File: config.mk
export PLATFORM = sky130hd
export DESIGN_NAME = bp_fe_mem_arbiter
export DESIGN_NICKNAME = d
export VERILOG_FILES = /design/src/rtl/bp_fe_mem_arbiter.sv
export SDC_FILE = /design/constraint.sdc
export NUM_CORES = 1
export LEC_CHECK = 0
export CAP_MARGIN = 25
export CORE_MARGIN = 2
export CORE_UTILIZATION = 45
export CTS_CLUSTER_SIZE = 20
export DETAILED_ROUTE_END_ITERATION = 10
export PLACE_DENSITY = 0.8
export SETUP_SLACK_MARGIN = 0.05
export SLEW_MARGIN = 20
export SYNTH_ARGS = -nofsm -noshare
export SYNTH_HDL_FRONTEND = slang
export SYNTH_SLANG_ARGS = --single-unit
File: constraint.sdc
create_clock -name clk_i -period 7.68 [get_ports clk_i]
set_input_delay 1.536 -clock clk_i [delete_from_list [all_inputs] [get_ports clk_i]]
set_output_delay 1.536 -clock clk_i [all_outputs]
set_load 0.05 [all_outputs]
File: src/rtl/bp_fe_mem_arbiter.sv
// Front-end memory arbiter: merges unbuffered fetches with a 2-deep ctrl (TLB fill/fence) queue,
// throttles issue around fences and tracks the two-cycle response pipeline.
module bp_fe_mem_arbiter #(
    parameter int mem_cmd_width_p = 64,
    parameter int starve_limit_p  = 4
) (
    input  logic                       clk_i,
    input  logic                       reset_i,
    input  logic [mem_cmd_width_p-1:0] fetch_cmd_i,
    input  logic                       fetch_v_i,
    output logic                       fetch_yumi_o,
    input  logic [mem_cmd_width_p-1:0] ctrl_cmd_i,
    input  logic                       ctrl_v_i,
    output logic                       ctrl_ready_o,
    output logic [mem_cmd_width_p-1:0] mem_cmd_o,
    output logic                       mem_cmd_v_o,
    input  logic                       mem_cmd_yumi_i,
    input  logic                       mem_resp_v_i,
    input  logic                       flush_i,
    output logic                       fetch_resp_v_o,
    output logic                       ctrl_done_o
);

    localparam int starve_w_lp = $clog2(starve_limit_p + 1);
    localparam logic [starve_w_lp-1:0] starve_max_lp = starve_w_lp'(starve_limit_p);

    // The op field occupies the two LSBs of a bp_fe_mem_cmd_s.
    localparam logic [1:0] e_fe_op_fetch     = 2'd0;
    localparam logic [1:0] e_fe_op_tlb_fill  = 2'd1;
    localparam logic [1:0] e_fe_op_tlb_fence = 2'd2;

    typedef enum logic {
        e_ready = 1'b0,
        e_drain = 1'b1
    } state_e;

    state_e                     r_state;
    logic [mem_cmd_width_p-1:0] r_fifo_mem [2];
    logic                       r_fifo_wptr;
    logic                       r_fifo_rptr;
    logic [1:0]                 r_fifo_cnt;
    logic [starve_w_lp-1:0]     r_starve;
    logic                       r_s0_v;
    logic                       r_s0_ctrl;
    logic                       r_s1_v;
    logic                       r_s1_ctrl;

    logic w_fifo_full;
    logic w_fifo_empty;
    logic w_state_ready;
    logic w_fetch_prio;
    logic w_grant_ctrl;
    logic w_grant_fetch;
    logic w_cmd_v;
    logic w_accept;
    logic w_enq;
    logic w_deq;
    logic w_fetch_acc;
    logic w_fence_acc;
    logic w_s0_v_next;
    logic w_s1_v_next;

    assign w_fifo_full   = (r_fifo_cnt == 2'd2);
    assign w_fifo_empty  = (r_fifo_cnt == 2'd0);
    assign w_state_ready = (r_state == e_ready);

    // Fetch overrides the ctrl queue only once it has been passed over starve_limit_p times.
    assign w_fetch_prio  = fetch_v_i & (r_starve == starve_max_lp);
    assign w_grant_ctrl  = w_state_ready & ~w_fifo_empty & ~w_fetch_prio;
    assign w_grant_fetch = w_state_ready & fetch_v_i & ~w_grant_ctrl;
    assign w_cmd_v       = w_state_ready & (~w_fifo_empty | fetch_v_i);

    assign w_accept    = mem_cmd_yumi_i & w_cmd_v;
    assign w_enq       = ctrl_v_i & ~w_fifo_full;
    assign w_deq       = mem_cmd_yumi_i & w_grant_ctrl;
    assign w_fetch_acc = mem_cmd_yumi_i & w_grant_fetch;
    assign w_fence_acc = w_accept & (mem_cmd_o[1:0] == e_fe_op_tlb_fence);

    // Flush kills fetch entries only; ctrl entries always retire.
    assign w_s0_v_next = w_accept & ~(flush_i & ~w_grant_ctrl);
    assign w_s1_v_next = r_s0_v & ~(flush_i & ~r_s0_ctrl);

    assign mem_cmd_o      = w_grant_ctrl ? r_fifo_mem[r_fifo_rptr] : fetch_cmd_i;
    assign mem_cmd_v_o    = w_cmd_v & ~reset_i;
    assign fetch_yumi_o   = w_fetch_acc & ~reset_i;
    assign ctrl_ready_o   = ~w_fifo_full | reset_i;
    assign fetch_resp_v_o = mem_resp_v_i & r_s1_v & ~r_s1_ctrl & ~reset_i;
    assign ctrl_done_o    = r_s1_v & r_s1_ctrl & ~reset_i;

    always_ff @(posedge clk_i) begin
        if (w_enq) begin
            r_fifo_mem[r_fifo_wptr] <= ctrl_cmd_i;
        end
    end

    always_ff @(posedge clk_i) begin
        if (reset_i) begin
            r_fifo_wptr <= 1'b0;
            r_fifo_rptr <= 1'b0;
            r_fifo_cnt  <= 2'd0;
        end else begin
            if (w_enq) begin
                r_fifo_wptr <= ~r_fifo_wptr;
            end
            if (w_deq) begin
                r_fifo_rptr <= ~r_fifo_rptr;
            end
            case ({w_enq, w_deq})
                2'b10:   r_fifo_cnt <= r_fifo_cnt + 2'd1;
                2'b01:   r_fifo_cnt <= r_fifo_cnt - 2'd1;
                default: r_fifo_cnt <= r_fifo_cnt;
            endcase
        end
    end

    always_ff @(posedge clk_i) begin
        if (reset_i) begin
            r_starve <= '0;
        end else if (!fetch_v_i || w_fetch_acc) begin
            r_starve <= '0;
        end else if (w_deq && (r_starve != starve_max_lp)) begin
            r_starve <= r_starve + starve_w_lp'(1);
        end else begin
            r_starve <= r_starve;
        end
    end

    // Drain exits as soon as stage 0 is empty: stage 1 retires this cycle, so both are clear next.
    always_ff @(posedge clk_i) begin
        if (reset_i) begin
            r_state   <= e_ready;
            r_s0_v    <= 1'b0;
            r_s0_ctrl <= 1'b0;
            r_s1_v    <= 1'b0;
            r_s1_ctrl <= 1'b0;
        end else begin
            r_s0_v    <= w_s0_v_next;
            r_s0_ctrl <= w_grant_ctrl;
            r_s1_v    <= w_s1_v_next;
            r_s1_ctrl <= r_s0_ctrl;
            case (r_state)
                e_ready: r_state <= w_fence_acc ? e_drain : e_ready;
                e_drain: r_state <= r_s0_v ? e_drain : e_ready;
                default: r_state <= e_ready;
            endcase
        end
    end

endmodule

# Word-level counts from Yosys, hierarchy flattened
# Memory sizes are Yosys's and may differ from the RTL's. A register that Yosys moved wholly into a read port is not among the register bits.
# Cells that the tools add are included.
# classes
addsub	3
n_eq_ne	6
muxes	9
bitwise	36
reduce_logical	6
# ops
operator	count
64-bit two-way mux	1
1-bit AND	22
1-bit inverter	12
2-bit == test (second input constant)	3
1-bit two-way mux	6
2-bit case mux with 2 select lines	1
3-bit by 1-bit adder with 3-bit output (second input constant)	1
3-bit == test (second input constant)	1
3-bit inequality test (second input constant)	1
2-bit by 1-bit adder with 2-bit output (second input constant)	1
2-bit by 1-bit == test with 1-bit output (second input constant)	1
2-bit logical NOT	1
1-bit bitwise OR	2
1-bit case mux with 2 select lines	1
2-bit nonzero test	1
2-bit OR reduction	1
2-bit by 1-bit subtractor with 2-bit output (second input constant)	1
1-bit logical AND	1
1-bit logical NOT	1
1-bit logical OR	1
# word_totals
regBits	12
mem_bits_rw	128
in_bits	135
out_inout_bits	69
wordCells	70
n_memories	1
# memory_table
name	words	width	rd	rd_ports_with_merged_regs	wr	line_no	source
r_fifo_mem	2	64	1	1	1	38	logic [mem_cmd_width_p-1:0] r_fifo_mem [2];

# Logic depth before layout (Yosys ltp)
# Gate-level depths: netlist (run 1).
# depth
word_depth	9
mapped_depth	8
depth_no_buf	8

# Worst setup path after synthesis (run 1)
# No wires, ideal clock.
# synth_timing
kind	in2out
startpoint	in fetch_v_i
endpoint	out mem_cmd_o[0]
t_arrival_ns	3.298
required_ns	6.144
path_slack_ns	2.846
path_stages	4
path_buffers	1
path_cell_list	and3_4 -> or3_1 -> clkbuf_1 -> o21ai_0
# synth_between
elab_chain_len	4
# synth_lines
item	line_no	source
from (decl)	10	input logic fetch_v_i,
1-bit AND	68	assign w_fetch_prio = fetch_v_i & (r_starve == starve_max_lp);
1-bit inverter	69	assign w_grant_ctrl = w_state_ready & ~w_fifo_empty & ~w_fetch_prio;
1-bit AND	69	
64-bit two-way mux	83	assign mem_cmd_o = w_grant_ctrl ? r_fifo_mem[r_fifo_rptr] : fetch_cmd_i;
to (decl)	15	output logic [mem_cmd_width_p-1:0] mem_cmd_o,
# Every way passes these cells.

# Worst setup path after layout (run 1)
# layout_timing
startpoint	in fetch_v_i
endpoint	out mem_cmd_o[34]
# Same word-level chain as after synthesis.

==> impl_metrics.json, run 1 <==
{
  "die_w_um": 117,
  "hold_depth": 1,
  "p_leak_uw": 0.00293,
  "cp_max_fo": 68,
  "outcome": "completed",
  "r2r-start": "r_fifo_cnt[0]",
  "startpoint_type": "primary input",
  "worstPathRequired_ps": 6140,
  "grt_pass1_vias": 4315,
  "synth_area_per_cell_um2": 14.1,
  "hold_buffers": 0,
  "grt_use_total": 0.195,
  "worst_pin_slew_ps": 955,
  "ys_warn_count": 0,
  "grt_antenna_before_repair": 0,
  "critPathKind": "in2out",
  "cap_violations": 0,
  "cp.arrival_ps": 3990,
  "holdWs_ps": 465,
  "nets": 753,
  "root_buffer": "clkbuf_16",
  "multiInputGateArea_um2": 1580,
  "initial_core_util": 0.460,
  "post_cts_buffers": 0,
  "worstHoldEndpoint": "r_s1_ctrl",
  "syn_to_final_growth_pct": 47.9,
  "hpwl_um": 9110,
  "ant_nets": 0,
  "skew_ps": 7.16,
  "setup_tns_ps": 0,
  "min_path_type": "reg2reg",
  "path_common_cell": "clkdlybuf4s50_1",
  "drt_iter0_drc": 229,
  "slew_viol_final": 0,
  "cts.repair.resized": 0,
  "fmax_ghz": 0.181,
  "row_count": 41,
  "seq_area_frac_synth": 0.709,
  "period_needed_ps": 5520,
  "cellPowerDensity_nw_per_um2": 436,
  "drc": 0,
  "relSlewSlack": 0.362,
  "crit_path_top_delay_cell": "clkdlybuf4s50_1",
  "dieArea_um2": 13800,
  "grt_overflow": 0,
  "reg2reg_depth": 4,
  "cts_max_level": 4,
  "core_um2": 12600,
  "grt_setup_unrepaired": "false",
  "finalWirelength_um": 13000,
  "cts.sinks": 141,
  "yosysUniqueCellTypes": 31,
  "regArea_um2": 4110,
  "fin_crit_sh": 0.719,
  "setup_viol": 0,
  "syn_nets": 549,
  "hp-start": "r_s0_ctrl",
  "ys_ff_latch": 141,
  "place_congestion": 0.744,
  "cts_tree": "done",
  "irDropWorstVdd_v": 0.000305,
  "grt_max_degree": 69,
  "clk_path_buf_depth": 2,
  "postSynthCellCount": 411,
  "rrSetupSlack_ps": 5210,
  "grt_pass1_wl_um": 21100,
  "wire_per_inst_um": 16.2,
  "synth_area_um2": 5780,
  "viasPerCell": 4.95,
  "clkTransAtPathRegs_ps": 50,
  "vias": 3956,
  "path_cells": "clkdlybuf4s50_1, and3_4, nor3_4, buf_4, nor2_1, a21oi_1, clkdlybuf4s50_1",
  "firstDrtPassIters": 5,
  "clock_latency_ps": 410,
  "die_h_um": 117,
  "ios": 204,
  "cp-end-kind": "output pin",
  "r2r_end": "r_fifo_mem[0][54]",
  "hold_viol": 0,
  "io_buffers": 203,
  "cts_buffers": 17,
  "drive_gt1_frac": 0.0637,
  "num-fill-cells": 901,
  "diodes": 0,
  "slowest_delay_ps": 820
}
-- Yosys cell counts --
master | number | share of area
edfxtp_1 | 128 | 0.66
nor2_1 | 71 | 0.046
a21oi_1 | 65 | 0.056
mux2i_1 | 65 | 0.11
buf_2 | 21 | 0.018
dfxtp_1 | 13 | 0.045
nand2_1 | 4 | 0.0026
nor2b_1 | 4 | 0.0043
ha_1 | 3 | 0.0065
nand2b_1 | 3 | 0.0032
or3_1 | 3 | 0.0032
xnor2_1 | 3 | 0.0045
clkbuf_1 | 2 | 0.0013
inv_1 | 2 | 0.0013
nand3b_1 | 2 | 0.0026
nor3_1 | 2 | 0.0017
nor3_2 | 2 | 0.0035
nor3b_1 | 2 | 0.0026
o21ai_0 | 2 | 0.0017
o21ai_1 | 2 | 0.0017
xor2_1 | 2 | 0.0030
a211o_1 | 1 | 0.0015
a31oi_1 | 1 | 0.0011
and3_1 | 1 | 0.0011
and3_4 | 1 | 0.0019
and3b_1 | 1 | 0.0015
nor2_2 | 1 | 0.0011
nor4bb_1 | 1 | 0.0017
o22ai_1 | 1 | 0.0011
o41ai_1 | 1 | 0.0015
or2_2 | 1 | 0.0011
-- logic make-up after synthesis --
group,count (synthesis),synth area share
flip-flops,141,0.709
AND/OR/NAND/NOR,99,0.0783
AO/OA/AOI/OAI,73,0.0649
multiplexers,65,0.112
buffers and inverters,25,0.0208
XOR/XNOR,5,0.00757
adder cells (fa/ha/maj),3,0.00649
-- worst max-delay path by stage --
stage,startpoint,to,cells after the start
after floorplan,fetch_v_i,mem_cmd_o[0],4
after global placement,fetch_v_i,mem_cmd_o[33],7
after detailed placement,fetch_v_i,mem_cmd_o[43],7
after CTS,fetch_v_i,mem_cmd_o[43],7
after global routing,fetch_v_i,mem_cmd_o[34],7
final,fetch_v_i,mem_cmd_o[34],7
-- where the power goes --
group / switching, uW / internal, uW / leakage [uW]
sequential: 73.2 / 989 / 0.00130
combinational: 1250 / 620 / 0.00134
clock: 292 / 505 / 0.000279
total: 1620 / 2110 / 0.00293
-- per-layer routing --
| metal | part of all wire | track usage |
|---|---|---|
| met4 | 0.021 | 0.0896 |
| met2 | 0.52 | 0.350 |
| met5 | 0 | 0 |
| met1 | 0.39 | 0.212 |
| met3 | 0.063 | 0.0569 |
-- layout by cell type, fill, tap and decap left out, types with 2 or more instances in the layout --
master,Yosys,final
or3_1,3,3
nand2b_1,3,3
xor2_1,2,2
clkdlybuf4s50_1,0,203
clkinv_1,0,3
dfxtp_1,13,12
mux2i_1,65,65
a21oi_1,65,65
nor2_1,71,70
o21ai_1,2,2
xnor2_1,3,3
nand3b_1,2,2
clkinvlp_4,0,2
o21ai_0,2,2
clkbuf_1,2,2
nor3b_1,2,2
buf_4,0,5
clkbuf_16,0,17
clkinv_2,0,3
inv_1,2,2
nor3_1,2,2
bufinv_16,0,3
edfxtp_1,128,128
clkinv_4,0,2
nor2b_1,4,4
ha_1,3,3
nand2_1,4,4
-- final cells by class --
class                   count  share of cell area
flip-flops and latches    141               0.480
clock buffers              19              0.0506
repair buffers            208               0.242
multi-input cells         245               0.184
clock inverters            13              0.0174
well taps                 172              0.0251
inverters                   2            0.000877
-- critical path: cells and delay by family --
family / cells / cell delay, ps
AO/OA/AOI/OAI: 1 / 160
buffers and inverters: 3 / 1750
AND/OR/NAND/NOR: 3 / 470
-- through the flow --
step,instances,utilization,worst slack (ps),power (uW),cell area [um2]
floorplan,411,-,2850,2370,5780
global placement,768,0.635,2260,2910,7980
detailed placement,768,0.635,2180,2960,7980
CTS,800,0.681,2160,3760,8560
global route,800,0.681,2020,3890,8560
finish,800,0.681,2160,3730,8560
-- registers in the layout (all words and copies together) (netlist names), named ones only --
register     cells
r_starve         3
r_s1_ctrl        1
r_state          1
r_s0_v           1
r_fifo_cnt       2
r_fifo_rptr      1
r_fifo_wptr      1
r_fifo_mem     128
r_s0_ctrl        1
r_s1_v           1
Power figures use the tool's default switching activity.
==> run 2: changes to the inputs <==
--- a/config.mk
+++ b/config.mk
@@ -7,10 +7,10 @@
 export LEC_CHECK = 0
 export CAP_MARGIN = 25
 export CORE_MARGIN = 2
-export CORE_UTILIZATION = 45
+export CORE_UTILIZATION = 41
 export CTS_CLUSTER_SIZE = 20
 export DETAILED_ROUTE_END_ITERATION = 10
-export PLACE_DENSITY = 0.8
+export PLACE_DENSITY = 0.77
 export SETUP_SLACK_MARGIN = 0.05
 export SLEW_MARGIN = 20
 export SYNTH_ARGS = -nofsm -noshare
==> constraint.sdc (replaced) <==
create_clock -name clk_i -period 5.05 [get_ports clk_i]
set_input_delay 1.01 -clock clk_i [delete_from_list [all_inputs] [get_ports clk_i]]
set_output_delay 1.01 -clock clk_i [all_outputs]
set_load 0.05 [all_outputs]
==> impl_metrics.json, run 2 (synthesis results as in run 1) <==
{
  "firstDrtPassIters": 4,
  "cts.sinks": 141,
  "cp.arrival_ps": 3370,
  "cp-startpoint": "fetch_v_i",
  "grt_pass1_wl_um": 18700,
  "root_buffer": "clkbuf_16",
  "drt_iter0_drc": 291,
  "hold_buffers": 0,
  "rrSetupSlack_ps": 2810,
  "row_count": 43,
  "final_cell_mix": "clkdlybuf4s50_1, edfxtp_1, nor2_1",
  "postPlaceCellArea_um2": 8030,
  "drc": 0,
  "layout_commonest_cell": "clkdlybuf4s50_1",
  "cts_tree": "done",
  "crit_path_top_delay_cell": "clkdlybuf4s50_1",
  "cp-end-kind": "output pin",
  "diodes": 0,
  "cap_violations": 0,
  "initial_core_util": 0.418,
  "slew_viol_final": 0,
  "grt_use_total": 0.165,
  "viasPerCell": 4.87,
  "clkTransAtPathRegs_ps": 60,
  "num-fill-cells": 1041,
  "worstPathRequired_ps": 4040,
  "r2r_end": "r_fifo_mem[1][15]",
  "vias": 3936,
  "grt_max_degree": 73,
  "largest_reg_flops": 128,
  "ant_nets": 0,
  "worst_pin_slew_ps": 940,
  "cts_max_level": 4,
  "wire_per_inst_um": 15.3,
  "die_w_um": 123,
  "syn_to_final_growth_pct": 48.7,
  "reg_top3": "r_fifo_mem x128, r_starve x3, r_fifo_cnt x2",
  "post_cts_buffers": 0,
  "finalWirelength_um": 12400,
  "nets": 754,
  "grt_overflow": 0,
  "irDropWorstVdd_v": 0.000350,
  "io_buffers": 203,
  "drive_gt1_frac": 0.0700,
  "slowest_delay_ps": 830,
  "regMostFlops": "r_fifo_mem",
  "setup_viol": 0,
  "core_um2": 13800,
  "path_common_cell": "clkdlybuf4s50_1",
  "cts.repair.resized": 0,
  "grt_antenna_before_repair": 1,
  "clock_latency_ps": 410,
  "grt_pass1_vias": 3922,
  "r2r-start": "r_fifo_cnt[0]",
  "cp_max_fo": 72,
  "hold_viol": 0,
  "min_path_type": "reg2reg",
  "setup_tns_ps": 0,
  "die_h_um": 123,
  "reg2reg_depth": 3,
  "grt_setup_unrepaired": "false",
  "hpwl_um": 8700,
  "cellPowerDensity_nw_per_um2": 660,
  "fin_crit_sh": 0.868,
  "period_needed_ps": 4380,
  "endpoint": "mem_cmd_o[42]",
  "cts_buffers": 17,
  "p_leak_uw": 0.00294,
  "path_cells": "clkdlybuf4s50_1, and3_4, nor3_4, buf_12, nor2_1, a21oi_1, clkdlybuf4s50_1",
  "place_congestion": 0.718,
  "clk_path_buf_depth": 2,
  "ios": 204,
  "outcome": "completed",
  "final_area_um2": 8600,
  "fmax_ghz": 0.228,
  "dieArea_um2": 15100,
  "critPathKind": "in2out",
  "skew_ps": 6.17,
  "relSlewSlack": 0.372,
  "startpoint_type": "primary input"
}
[run 2: cell count changes in the layout (fill, tap and decap cells not counted), sizes merged]
cell / change
inv: +3
clkbuf: -2
buf: +1
bufinv: -1
[run 2: metal layers]
layer,track usage,routed length (um),vias to the layer above
met2,0.284,6340,147
met1,0.189,4910,1831
li1,-,-,1938
met4,0.0697,245,0
met3,0.0507,921,20
met5,0,0,-
[run 2: cell type report]
cell class	instances	area (um2)	area share
clock inverter	15	146	0.0170
timing repair buffer	209	2110	0.246
inverter	2	7.51	0.000873
sequential	141	4110	0.478
multi-input combinational	245	1580	0.183
clock buffer	17	425	0.0495
tap	180	225	0.0262
[run 2: per-stage QoR]
stage	hold WS [ps]	utilization	total power (uW)	cells	worst slack (ps)
2_1_floorplan	439	-	3610	411	786
3_3_place_gp	455	0.581	4490	777	735
3_5_place_dp	465	0.581	4540	777	664
4_1_cts	473	0.622	5730	809	661
5_1_grt	485	0.622	5960	809	563
6_report	468	0.622	5680	809	665
[run 2: how the worst min path moves through the flow]
stage                   start         to  cells past startpoint
global route        r_s0_ctrl  r_s1_ctrl                      1
finish              r_s0_ctrl  r_s1_ctrl                      1
global placement    r_s0_ctrl  r_s1_ctrl                      1
floorplan           r_s0_ctrl  r_s1_ctrl                      1
CTS                 r_s0_ctrl  r_s1_ctrl                      1
detailed placement  r_s0_ctrl  r_s1_ctrl                      1
[run 2: power breakdown]
group	leakage (uW)	internal [uW]	switching (uW)
registers	0.00130	1500	134
clock network	0.000279	725	461
logic	0.00136	984	1880
total	0.00294	3210	2470
[run 2: critical path: cells and delay by family]
kind	cells	cell delay (ps)
simple gates	3	580
compound gates	1	170
buf+inv	3	1560
==> run 3: changes to the inputs <==
--- a/config.mk
+++ b/config.mk
@@ -8,6 +8,7 @@
 export CAP_MARGIN = 25
 export CORE_MARGIN = 2
 export CORE_UTILIZATION = 41
+export CTS_CLUSTER_DIAMETER = 40
 export CTS_CLUSTER_SIZE = 20
 export DETAILED_ROUTE_END_ITERATION = 10
 export PLACE_DENSITY = 0.77
==> results of run 3 <==
Same layout as run 2: the final DEF is identical, and so are final timing and power.
